## src/rtl/ex_mem_pipe_pkg.sv

```systemverilog
// Shared definitions for the EX/MEM pipeline register: default widths and
// the bit positions of the control bundle carried alongside the payload.
package ex_mem_pipe_pkg;

    localparam int DEF_DATA_W = 32;
    localparam int DEF_REG_W  = 5;

    // Control bundle layout {memToReg, memWrite, regWrite}
    localparam int CTL_REGWRITE = 0;
    localparam int CTL_MEMWRITE = 1;
    localparam int CTL_MEMTOREG = 2;
    localparam int CTL_W        = 3;

endpackage

```

## src/rtl/ex_mem_pipe_if.sv

```systemverilog
// Handshake and payload bundle between execute, the EX/MEM register and the
// memory stage. The slave modport is the register's view; master is the
// driver's view. Forwarding outputs exist only when EX_MEM_FWD_EN is defined.
interface ex_mem_pipe_if
    import ex_mem_pipe_pkg::*;
#(
    parameter int DATA_W = DEF_DATA_W,
    parameter int REG_W  = DEF_REG_W
);
    logic              i_flush;
    logic              i_valid;
    logic              o_ready;
    logic [DATA_W-1:0] i_alu;
    logic [DATA_W-1:0] i_data;
    logic [REG_W-1:0]  i_rd;
    logic              i_regWrite;
    logic              i_memWrite;
    logic              i_memToReg;
    logic              o_valid;
    logic              i_ready;
    logic [DATA_W-1:0] o_alu;
    logic [DATA_W-1:0] o_data;
    logic [REG_W-1:0]  o_rd;
    logic              o_regWrite;
    logic              o_memWrite;
    logic              o_memToReg;
`ifdef EX_MEM_FWD_EN
    logic              o_fwd_valid;
    logic [REG_W-1:0]  o_fwd_rd;
    logic [DATA_W-1:0] o_fwd_val;
`endif

    modport slave (
        input  i_flush, i_valid, i_alu, i_data, i_rd,
               i_regWrite, i_memWrite, i_memToReg, i_ready,
`ifdef EX_MEM_FWD_EN
        output o_fwd_valid, o_fwd_rd, o_fwd_val,
`endif
        output o_ready, o_valid, o_alu, o_data, o_rd,
               o_regWrite, o_memWrite, o_memToReg
    );

    modport master (
        output i_flush, i_valid, i_alu, i_data, i_rd,
               i_regWrite, i_memWrite, i_memToReg, i_ready,
`ifdef EX_MEM_FWD_EN
        input  o_fwd_valid, o_fwd_rd, o_fwd_val,
`endif
        input  o_ready, o_valid, o_alu, o_data, o_rd,
               o_regWrite, o_memWrite, o_memToReg
    );

endinterface

```

## src/rtl/ex_mem_pipe_skid.sv

```systemverilog
// Generic 2-entry valid/ready skid buffer with flush. The main entry drives
// the outputs; the skid entry absorbs one word when the consumer stalls, so
// o_ready depends only on registered state and never on i_ready.
module pipe_skid_buf #(
    parameter int W = 8
) (
    input  logic         i_clk,
    input  logic         i_rst,
    input  logic         i_flush,
    input  logic         i_valid,
    output logic         o_ready,
    input  logic [W-1:0] i_data,
    output logic         o_valid,
    input  logic         i_ready,
    output logic [W-1:0] o_data
);
    logic         main_valid_q, main_valid_d;
    logic         skid_valid_q, skid_valid_d;
    logic [W-1:0] main_data_q, main_data_d;
    logic [W-1:0] skid_data_q, skid_data_d;
    logic         accept, consume;

    // Next-state: flush wins, then drain skid, else reload/park/clear main
    always_comb begin
        main_valid_d = main_valid_q;
        skid_valid_d = skid_valid_q;
        main_data_d  = main_data_q;
        skid_data_d  = skid_data_q;
        accept       = i_valid & ~skid_valid_q;
        consume      = main_valid_q & i_ready;
        if (i_flush) begin
            main_valid_d = 1'b0;
            skid_valid_d = 1'b0;
        end else if (skid_valid_q) begin
            if (consume) begin
                main_data_d  = skid_data_q;
                skid_valid_d = 1'b0;
            end
        end else if (main_valid_q) begin
            if (consume && accept) begin
                main_data_d = i_data;
            end else if (consume) begin
                main_valid_d = 1'b0;
            end else if (accept) begin
                skid_data_d  = i_data;
                skid_valid_d = 1'b1;
            end
        end else if (accept) begin
            main_data_d  = i_data;
            main_valid_d = 1'b1;
        end
    end

    // State register; reset clears valid bits and payload
    always_ff @(posedge i_clk or posedge i_rst) begin
        if (i_rst) begin
            main_valid_q <= 1'b0;
            skid_valid_q <= 1'b0;
            main_data_q  <= '0;
            skid_data_q  <= '0;
        end else begin
            main_valid_q <= main_valid_d;
            skid_valid_q <= skid_valid_d;
            main_data_q  <= main_data_d;
            skid_data_q  <= skid_data_d;
        end
    end

    assign o_ready = ~skid_valid_q;
    assign o_valid = main_valid_q;
    assign o_data  = main_data_q;

endmodule

```

## src/rtl/ex_mem_pipe.sv

```systemverilog
// EX/MEM pipeline register. Packs {ctl, rd, data, alu} into a skid buffer and
// gates the control outputs with o_valid so bubbles never write RAM or the
// register file. Define EX_MEM_FWD_EN to add the EX bypass outputs.
module ex_mem_pipe
    import ex_mem_pipe_pkg::*;
#(
    parameter int DATA_W = DEF_DATA_W,
    parameter int REG_W  = DEF_REG_W
) (
    input  logic          i_clk,
    input  logic          i_rst,
    ex_mem_pipe_if.slave  bus
);
    localparam int W = CTL_W + REG_W + 2 * DATA_W;

    logic [CTL_W-1:0]  in_ctl;
    logic [W-1:0]      in_word;
    logic [W-1:0]      out_word;
    logic              out_valid;
    logic [CTL_W-1:0]  out_ctl;
    logic [REG_W-1:0]  out_rd;
    logic [DATA_W-1:0] out_alu;

    // Pack the execute-side control bits and payload into one word
    always_comb begin
        in_ctl               = '0;
        in_ctl[CTL_REGWRITE] = bus.i_regWrite;
        in_ctl[CTL_MEMWRITE] = bus.i_memWrite;
        in_ctl[CTL_MEMTOREG] = bus.i_memToReg;
        in_word              = {in_ctl, bus.i_rd, bus.i_data, bus.i_alu};
    end

    pipe_skid_buf #(.W(W)) u_skid (
        .i_clk   (i_clk),
        .i_rst   (i_rst),
        .i_flush (bus.i_flush),
        .i_valid (bus.i_valid),
        .o_ready (bus.o_ready),
        .i_data  (in_word),
        .o_valid (out_valid),
        .i_ready (bus.i_ready),
        .o_data  (out_word)
    );

    assign out_alu = out_word[DATA_W-1:0];
    assign out_rd  = out_word[2*DATA_W +: REG_W];
    assign out_ctl = out_word[W-1 -: CTL_W];

    assign bus.o_valid    = out_valid;
    assign bus.o_alu      = out_alu;
    assign bus.o_data     = out_word[DATA_W +: DATA_W];
    assign bus.o_rd       = out_rd;
    assign bus.o_regWrite = out_valid & out_ctl[CTL_REGWRITE];
    assign bus.o_memWrite = out_valid & out_ctl[CTL_MEMWRITE];
    assign bus.o_memToReg = out_valid & out_ctl[CTL_MEMTOREG];

`ifdef EX_MEM_FWD_EN
    // Loads are never forwarded; the hazard unit stalls on them instead
    assign bus.o_fwd_valid = out_valid & out_ctl[CTL_REGWRITE]
                           & ~out_ctl[CTL_MEMTOREG] & (out_rd != '0);
    assign bus.o_fwd_rd    = out_rd;
    assign bus.o_fwd_val   = out_alu;
`endif

endmodule

```

## src/flat_wrapper.sv

```systemverilog
// flat-port wrapper written by rule: the top's interface ports become plain ports
module ex_mem_pipe_flat import ex_mem_pipe_pkg::*;
#(
    parameter int DATA_W = DEF_DATA_W,
    parameter int REG_W  = DEF_REG_W
)
  (i_clk, i_rst, bus_i_flush, bus_i_valid, bus_i_alu, bus_i_data, bus_i_rd, bus_i_regWrite, bus_i_memWrite, bus_i_memToReg, bus_i_ready, bus_o_ready, bus_o_valid, bus_o_alu, bus_o_data, bus_o_rd, bus_o_regWrite, bus_o_memWrite, bus_o_memToReg);
  ex_mem_pipe_if #(.DATA_W(DATA_W), .REG_W(REG_W)) bus_i ();
  input  logic i_clk;
  input  logic i_rst;
  input wire logic [$bits(bus_i.i_flush)-1:0] bus_i_flush;
  input wire logic [$bits(bus_i.i_valid)-1:0] bus_i_valid;
  input wire logic [$bits(bus_i.i_alu)-1:0] bus_i_alu;
  input wire logic [$bits(bus_i.i_data)-1:0] bus_i_data;
  input wire logic [$bits(bus_i.i_rd)-1:0] bus_i_rd;
  input wire logic [$bits(bus_i.i_regWrite)-1:0] bus_i_regWrite;
  input wire logic [$bits(bus_i.i_memWrite)-1:0] bus_i_memWrite;
  input wire logic [$bits(bus_i.i_memToReg)-1:0] bus_i_memToReg;
  input wire logic [$bits(bus_i.i_ready)-1:0] bus_i_ready;
  output wire logic [$bits(bus_i.o_ready)-1:0] bus_o_ready;
  output wire logic [$bits(bus_i.o_valid)-1:0] bus_o_valid;
  output wire logic [$bits(bus_i.o_alu)-1:0] bus_o_alu;
  output wire logic [$bits(bus_i.o_data)-1:0] bus_o_data;
  output wire logic [$bits(bus_i.o_rd)-1:0] bus_o_rd;
  output wire logic [$bits(bus_i.o_regWrite)-1:0] bus_o_regWrite;
  output wire logic [$bits(bus_i.o_memWrite)-1:0] bus_o_memWrite;
  output wire logic [$bits(bus_i.o_memToReg)-1:0] bus_o_memToReg;
  assign bus_i.i_flush = bus_i_flush;
  assign bus_i.i_valid = bus_i_valid;
  assign bus_i.i_alu = bus_i_alu;
  assign bus_i.i_data = bus_i_data;
  assign bus_i.i_rd = bus_i_rd;
  assign bus_i.i_regWrite = bus_i_regWrite;
  assign bus_i.i_memWrite = bus_i_memWrite;
  assign bus_i.i_memToReg = bus_i_memToReg;
  assign bus_i.i_ready = bus_i_ready;
  assign bus_o_ready = bus_i.o_ready;
  assign bus_o_valid = bus_i.o_valid;
  assign bus_o_alu = bus_i.o_alu;
  assign bus_o_data = bus_i.o_data;
  assign bus_o_rd = bus_i.o_rd;
  assign bus_o_regWrite = bus_i.o_regWrite;
  assign bus_o_memWrite = bus_i.o_memWrite;
  assign bus_o_memToReg = bus_i.o_memToReg;
  ex_mem_pipe #(.DATA_W(DATA_W), .REG_W(REG_W)) u_core (.i_clk(i_clk), .i_rst(i_rst), .bus(bus_i));
endmodule
```

## config.mk

```make
export PLATFORM = sky130hd
export DESIGN_NAME = ex_mem_pipe_flat
export DESIGN_NICKNAME = d
export VERILOG_FILES = /design/src/rtl/ex_mem_pipe_pkg.sv /design/src/rtl/ex_mem_pipe_if.sv /design/src/rtl/ex_mem_pipe_skid.sv /design/src/rtl/ex_mem_pipe.sv /design/src/flat_wrapper.sv
export SDC_FILE = /design/constraint.sdc
export NUM_CORES = 1
export LEC_CHECK = 0
export CAP_MARGIN = 20
export CORE_MARGIN = 10
export CORE_UTILIZATION = 45
export CTS_CLUSTER_DIAMETER = 30
export CTS_CLUSTER_SIZE = 24
export DETAILED_ROUTE_END_ITERATION = 10
export GPL_TIMING_DRIVEN = 0
export PLACE_DENSITY = 0.76
export REMOVE_ABC_BUFFERS = 1
export SKIP_CTS_REPAIR_TIMING = 1
export SLEW_MARGIN = 10
export SYNTH_ARGS = -nofsm -noshare
export SYNTH_HDL_FRONTEND = slang
export SYNTH_SLANG_ARGS = --single-unit
```

## constraint.sdc

```tcl
create_clock -name i_clk -period 5.6 [get_ports i_clk]
set_input_delay 0.84 -clock i_clk [delete_from_list [all_inputs] [get_ports i_clk]]
set_output_delay 0.84 -clock i_clk [all_outputs]
set_load 0.05 [all_outputs]
```

==> parameters.txt, run 1 <==
Parameter                              Value

Outcome
  Result of the run ... finished, final reports clean

Cells and area
  Leading cell types in the layout, fill and taps excluded ... sky130_fd_sc_hd__mux2_2, sky130_fd_sc_hd__clkdlybuf4s50_1, sky130_fd_sc_hd__dfrtp_1, sky130_fd_sc_hd__mux2_1, sky130_fd_sc_hd__clkbuf_16
  Share of the core filled with cells ... 58.2%
  Proportion of layout cells with a drive suffix above 1 ... 42.1%
  Most common cell after layout, fill and taps aside ... sky130_fd_sc_hd__mux2_2
  Nets ... 642
  P&R area growth vs syn ... 27.6%
  Ant. Diodes ... 0

Global routing
  Overflow left after global routing ... 0
  Vias in the first global route ... 4411
  Largest net degree at the start of global routing ... 79
  Total global-route track usage ... 14.3%
  First-pass GRT wire length ... 23000 um
  Initial antenna violation count ... 0

Floorplanning
  Core area ... 15100 um^2
  Vertical die dimension ... 144 um
  Starting Density ... 45.6%
  Top-level I/O count ... 151
  Area enclosed by the die boundary ... 20600 um^2
  Chip width ... 144 um
  Row count ... 45

Hold path
  Endpoint, Worst Hold ... u_core.u_skid.o_data[49]
  Startpoint of the tightest hold check path ... u_core.u_skid.o_data[49]
  Hold/Removal Path Class ... reg -> reg
  Worst hold path depth ... 1

Critical path
  Critical path required time ... 5890 ps
  Sort of element at the end of the critical path ... register
  Crit Path Category ... reg -> reg
  Critical path launch point type ... register
  Peak fanout along the critical path ... 39
  Worst R2R Start ... u_core.u_skid.skid_valid_q
  Minimum setup slack among reg-to-reg paths ... 2320 ps
  Data arrival time at the worst-slack endpoint ... 3560 ps
  Reg2reg path depth ... 9
  Reg2reg end ... u_core.u_skid.skid_data_q[61]

Timing
  Headroom to the max-slew limit ... 53.1%
  Maximum frequency from static timing analysis ... 305 MHz
  Final setup fails ... 0
  Final number of max-transition violations ... 0
  Total negative slack for setup checks ... 0 ps
  Actual slew at the worst max-slew pin ... 701 ps
  Post-route minimum period ... 3280 ps
  Period utilisation layout ... 58.5%
  Number of hold violations in the final report ... 0
  Clock skew after layout ... 6.16 ps
  Least setup slack across all paths after layout ... 2320 ps
  RSZ-0062 raised after global routing ... false

Routing
  Total DRC errors in the routed layout ... 0
  Uppermost layer routed ... met4
  Final ANT Viol Nets ... 0
  Via density per instance ... 5.01
  DR vias ... 3833
  Wire length per cell ... 18.4 um
  Drt initial violations ... 150
  Routed length on met1 ... 5770 um
  Amount of wire on met3 after detailed routing ... 1200 um
  Met2 layer wire length in the routed design ... 7020 um
  Overall routed net length ... 14100 um
  First drt pass iteration count ... 4

Synth
  Share of the yosys chip area belonging to registers ... 53.1%
  Number of distinct standard cells referenced by the synthesized netlist ... 17
  Number of storage elements in the synthesis netlist ... 146
  Synthesized area ... 6880 um^2
  Gate count of the mapped netlist ... 469
  Syn_area_per_cell ... 14.7 um^2
  Yosys warning total ... 0

Placed design
  HPWL reported at the end of detailed placement ... 10400 um
  Number of buffers added on ports ... 150
  RePlAce Congestion ... 0.724
  Placement-stage worst setup slack ... 2080 ps

Power and ir drop
  Leakage Power ... 3.66 nW
  Power per cell area ... 432 nW/um^2
  Maximum VDD drop ... 285 uV
  Total power draw ... 3.79 mW

CTS
  Clk sinks ... 146
  Max Root-Sink Buffers ... 2
  Clock insertion delay at the later pin of the skew report ... 410 ps
  CTS tree ... built
  Root buffer cell ... sky130_fd_sc_hd__clkbuf_16
  Clk slew on worst S/H paths ... 60 ps
  CTS HTree Levels ... 4
  CTS buffer count ... 17

Run
  Max_cap viols ... 0
final cells by class:
class	instances	area, um^2
clock inverters	8	123
clock buffers	23	498
inverters	3	16.3
well taps	188	235
flip-flops and latches	146	3660
repair buffers	170	1730
multi-input cells	227	2520
fillers	1192	6310
flip-flops by register name, indices dropped and copies added, names as in the netlist:
name and count:
u_core.u_skid.o_data 72, u_core.u_skid.o_valid 1, u_core.u_skid.skid_data_q 72, u_core.u_skid.skid_valid_q 1
metal layers:
layer  GRT usage, %  up-vias
met5              0        -
met4           3.55        0
met3           6.96        6
met2           24.0       95
met1           15.8     1963
li1               -     1769
logic make-up after synthesis:
kind of cell | synth area share (%)
flip-flops | 53.1
AND/OR/NAND/NOR | 0.546
AO/OA/AOI/OAI | 0.709
buffers and inverters | 10.3
multiplexers | 35.4
cell usage after synthesis:
master / number / share of area, %
sky130_fd_sc_hd__o21ai_0: 1 / 0.073
sky130_fd_sc_hd__buf_6: 7 / 1.1
sky130_fd_sc_hd__nand2b_1: 1 / 0.091
sky130_fd_sc_hd__a221oi_4: 1 / 0.38
sky130_fd_sc_hd__mux2_2: 189 / 31
sky130_fd_sc_hd__mux2_1: 27 / 4.4
sky130_fd_sc_hd__inv_1: 3 / 0.16
sky130_fd_sc_hd__buf_1: 1 / 0.055
sky130_fd_sc_hd__buf_2: 5 / 0.36
sky130_fd_sc_hd__nand2_1: 1 / 0.055
sky130_fd_sc_hd__a21oi_1: 2 / 0.15
sky130_fd_sc_hd__clkbuf_1: 3 / 0.16
sky130_fd_sc_hd__nor4b_1: 1 / 0.13
sky130_fd_sc_hd__buf_4: 77 / 8.4
sky130_fd_sc_hd__a211oi_1: 1 / 0.11
sky130_fd_sc_hd__and2_1: 3 / 0.27
sky130_fd_sc_hd__dfrtp_1: 146 / 53
per-stage QoR:
stage / hold slack, ps / cell area, um^2 / cells
3_5_place_dp: 474 / 8160 / 734
3_3_place_gp: 467 / 7920 / 714
6_report: 485 / 8780 / 765
4_1_cts: 487 / 8780 / 765
5_1_grt: 509 / 8780 / 765
2_1_floorplan: 450 / 6180 / 376
critical path: stages, from the launching register on:
cell and delay (ps):
sky130_fd_sc_hd__dfrtp_4 710, sky130_fd_sc_hd__buf_12 280, sky130_fd_sc_hd__nand2b_1 240, sky130_fd_sc_hd__nor4b_2 660
sky130_fd_sc_hd__buf_4 280, sky130_fd_sc_hd__buf_4 160, sky130_fd_sc_hd__buf_4 170, sky130_fd_sc_hd__buf_4 160
sky130_fd_sc_hd__buf_4 150, sky130_fd_sc_hd__mux2_2 330
worst max-delay path by stage:
| stage | start | to | slack [ps] |
|---|---|---|---|
| floorplan | u_core.u_skid.skid_valid_q | u_core.u_skid.skid_data_q[0] | -4540 |
| global placement | u_core.u_skid.skid_valid_q | u_core.u_skid.skid_data_q[58] | -10300 |
| detailed placement | bus_i_valid | u_core.u_skid.skid_data_q[61] | 2080 |
| CTS | u_core.u_skid.skid_valid_q | u_core.u_skid.skid_data_q[24] | 2290 |
| global route | u_core.u_skid.skid_valid_q | u_core.u_skid.skid_data_q[61] | 2060 |
| finish | u_core.u_skid.skid_valid_q | u_core.u_skid.skid_data_q[61] | 2320 |
report_power, final:
group,total [mW],switching (mW),internal (mW)
combinational,1.15,0.647,0.503
sequential,1.47,0.142,1.33
clock,1.17,0.415,0.759
total,3.79,1.20,2.59
(Power assumes the default switching activity.)
==> run 2: changes to the inputs <==
--- a/config.mk
+++ b/config.mk
@@ -12,7 +12,7 @@
 export CTS_CLUSTER_SIZE = 24
 export DETAILED_ROUTE_END_ITERATION = 10
 export GPL_TIMING_DRIVEN = 0
-export PLACE_DENSITY = 0.76
+export PLACE_DENSITY = 0.79
 export REMOVE_ABC_BUFFERS = 1
 export SKIP_CTS_REPAIR_TIMING = 1
 export SLEW_MARGIN = 10
==> constraint.sdc (replaced) <==
create_clock -name i_clk -period 2.9 [get_ports i_clk]
set_input_delay 0.435 -clock i_clk [delete_from_list [all_inputs] [get_ports i_clk]]
set_output_delay 0.435 -clock i_clk [all_outputs]
set_load 0.05 [all_outputs]
==> run 2 against run 1 <==
  * Clock skew rose by 0.52 ps
  * Critical path depth fell by 6
  * Wire length rose by 0.47%
  * Core utilization rose by 0.16 points
  * Largest power group unchanged
==> parameters.txt, run 2 (synthesis results as in run 1) <==
Parameter                              Value

CTS
  Clock insertion delay at the later pin of the skew report ... 420 ps
  Max Root-Sink Buffers ... 2
  CTS buffer count ... 17
  CTS HTree Levels ... 4
  CTS tree ... built
  Clk slew on worst S/H paths ... 60 ps
  Root buffer cell ... sky130_fd_sc_hd__clkbuf_16
  Clk sinks ... 146

Timing
  RSZ-0062 raised after global routing ... false
  Number of hold violations in the final report ... 0
  Period utilisation layout ... 94.9%
  Clock skew after layout ... 6.67 ps
  Min Hold Slack ... 456 ps
  Actual slew at the worst max-slew pin ... 618 ps
  Total negative slack for setup checks ... 0 ps
  Headroom to the max-slew limit ... 58.8%
  Maximum frequency from static timing analysis ... 363 MHz
  Final number of max-transition violations ... 0
  Post-route minimum period ... 2750 ps
  Final setup fails ... 0

Critical path
  Critical path launch point type ... register
  Data arrival time at the worst-slack endpoint ... 2320 ps
  Critical path required time ... 2470 ps
  Sort of element at the end of the critical path ... primary output
  Peak fanout along the critical path ... 39
  Crit Path Category ... reg -> out

Cells and area
  Ant. Diodes ... 0
  Nets ... 644
  Leading cell types in the layout, fill and taps excluded ... sky130_fd_sc_hd__mux2_2, sky130_fd_sc_hd__clkdlybuf4s50_1, sky130_fd_sc_hd__dfrtp_1, sky130_fd_sc_hd__mux2_1, sky130_fd_sc_hd__clkbuf_16
  Proportion of layout cells with a drive suffix above 1 ... 42.3%
  P&R area growth vs syn ... 28.0%
  Most common cell after layout, fill and taps aside ... sky130_fd_sc_hd__mux2_2

Routing
  Routed length on met1 ... 5560 um
  Drt initial violations ... 121
  DR vias ... 3859
  Via density per instance ... 5.03
  Total DRC errors in the routed layout ... 0
  Amount of wire on met3 after detailed routing ... 1180 um
  Overall routed net length ... 14100 um
  Uppermost layer routed ... met4
  Wire length per cell ... 18.4 um
  First drt pass iteration count ... 4
  Met2 layer wire length in the routed design ... 7250 um
  Final ANT Viol Nets ... 0

Global routing
  Vias in the first global route ... 4361
  First-pass GRT wire length ... 22900 um
  Overflow left after global routing ... 0
  Largest net degree at the start of global routing ... 83
  Total global-route track usage ... 14.2%
  Initial antenna violation count ... 0

Floorplanning
  Starting Density ... 45.6%
  Core area ... 15100 um^2
  Chip width ... 144 um
  Row count ... 45
  Top-level I/O count ... 151
  Vertical die dimension ... 144 um
  Area enclosed by the die boundary ... 20600 um^2

Run
  Max_cap viols ... 0

Placed design
  Number of buffers added on ports ... 150
  RePlAce Congestion ... 0.716
  HPWL reported at the end of detailed placement ... 10300 um

Power and ir drop
  Leakage Power ... 3.66 nW
  Power per cell area ... 829 nW/um^2
  Total power draw ... 7.30 mW
  Maximum VDD drop ... 424 uV

Outcome
  Result of the run ... finished, final reports clean

Hold path
  Hold/Removal Path Class ... in -> async
## run 2: changes by cell type in the layout (fill, tap and decap cells not counted), sizes merged
cell and delta:
buf +2, clkinvlp +2, clkinv +1, clkbuf -1, inv -2
## run 2: final timing paths
kind | startpoint | endpoint | slack (ps) | depth (start not counted)
min in group i_clk | u_core.u_skid.o_data[52] | u_core.u_skid.o_data[52] | 480 | 1
max | u_core.u_skid.skid_valid_q | bus_o_ready | 150 | 3
max reg2reg | u_core.u_skid.skid_valid_q | u_core.u_skid.skid_data_q[2] | 180 | 7
min | i_rst | u_core.u_skid.o_data[37] | 460 | 2
min reg2reg | u_core.u_skid.o_data[52] | u_core.u_skid.o_data[52] | 480 | 1
max in group asynchronous | i_rst | u_core.u_skid.o_data[70] | 1630 | 3
## run 2: cell type report
class / instances / area (um^2)
multi-input combinational: 227 / 2530
clock inverter: 9 / 129
clock buffer: 22 / 484
tap: 188 / 235
timing repair buffer: 172 / 1750
inverter: 3 / 16.3
sequential: 146 / 3660
fill: 1141 / 6280
## run 2: critical path: stages (launching register included)
cell and delay (ps):
sky130_fd_sc_hd__dfrtp_4 780, sky130_fd_sc_hd__buf_12 310, sky130_fd_sc_hd__inv_1 70, sky130_fd_sc_hd__clkdlybuf4s50_1 700
## run 2: metrics by stage
step | utilization, % | cell area (um^2) | std cells | worst slack (ps)
floorplan | - | 6180 | 376 | -7240
global placement | 52.5 | 7920 | 714 | -12580
detailed placement | 54.1 | 8160 | 733 | -271
CTS | 58.1 | 8770 | 764 | -268
global route | 58.3 | 8800 | 767 | 6.19
finish | 58.3 | 8800 | 767 | 147
## run 2: where the power goes
part | total (mW) | switching (mW) | internal (mW) | leakage (nW)
sequential | 2.83 | 0.268 | 2.56 | 1.76
clock | 2.25 | 0.810 | 1.44 | 0.298
combinational | 2.23 | 1.25 | 0.973 | 1.60
total | 7.30 | 2.33 | 4.97 | 3.66
## run 2: routing by layer
layer,vias up,track usage (%)
met5,-,0
met4,0,3.87
met3,18,6.83
met2,100,23.8
met1,1971,15.6
li1,1770,-
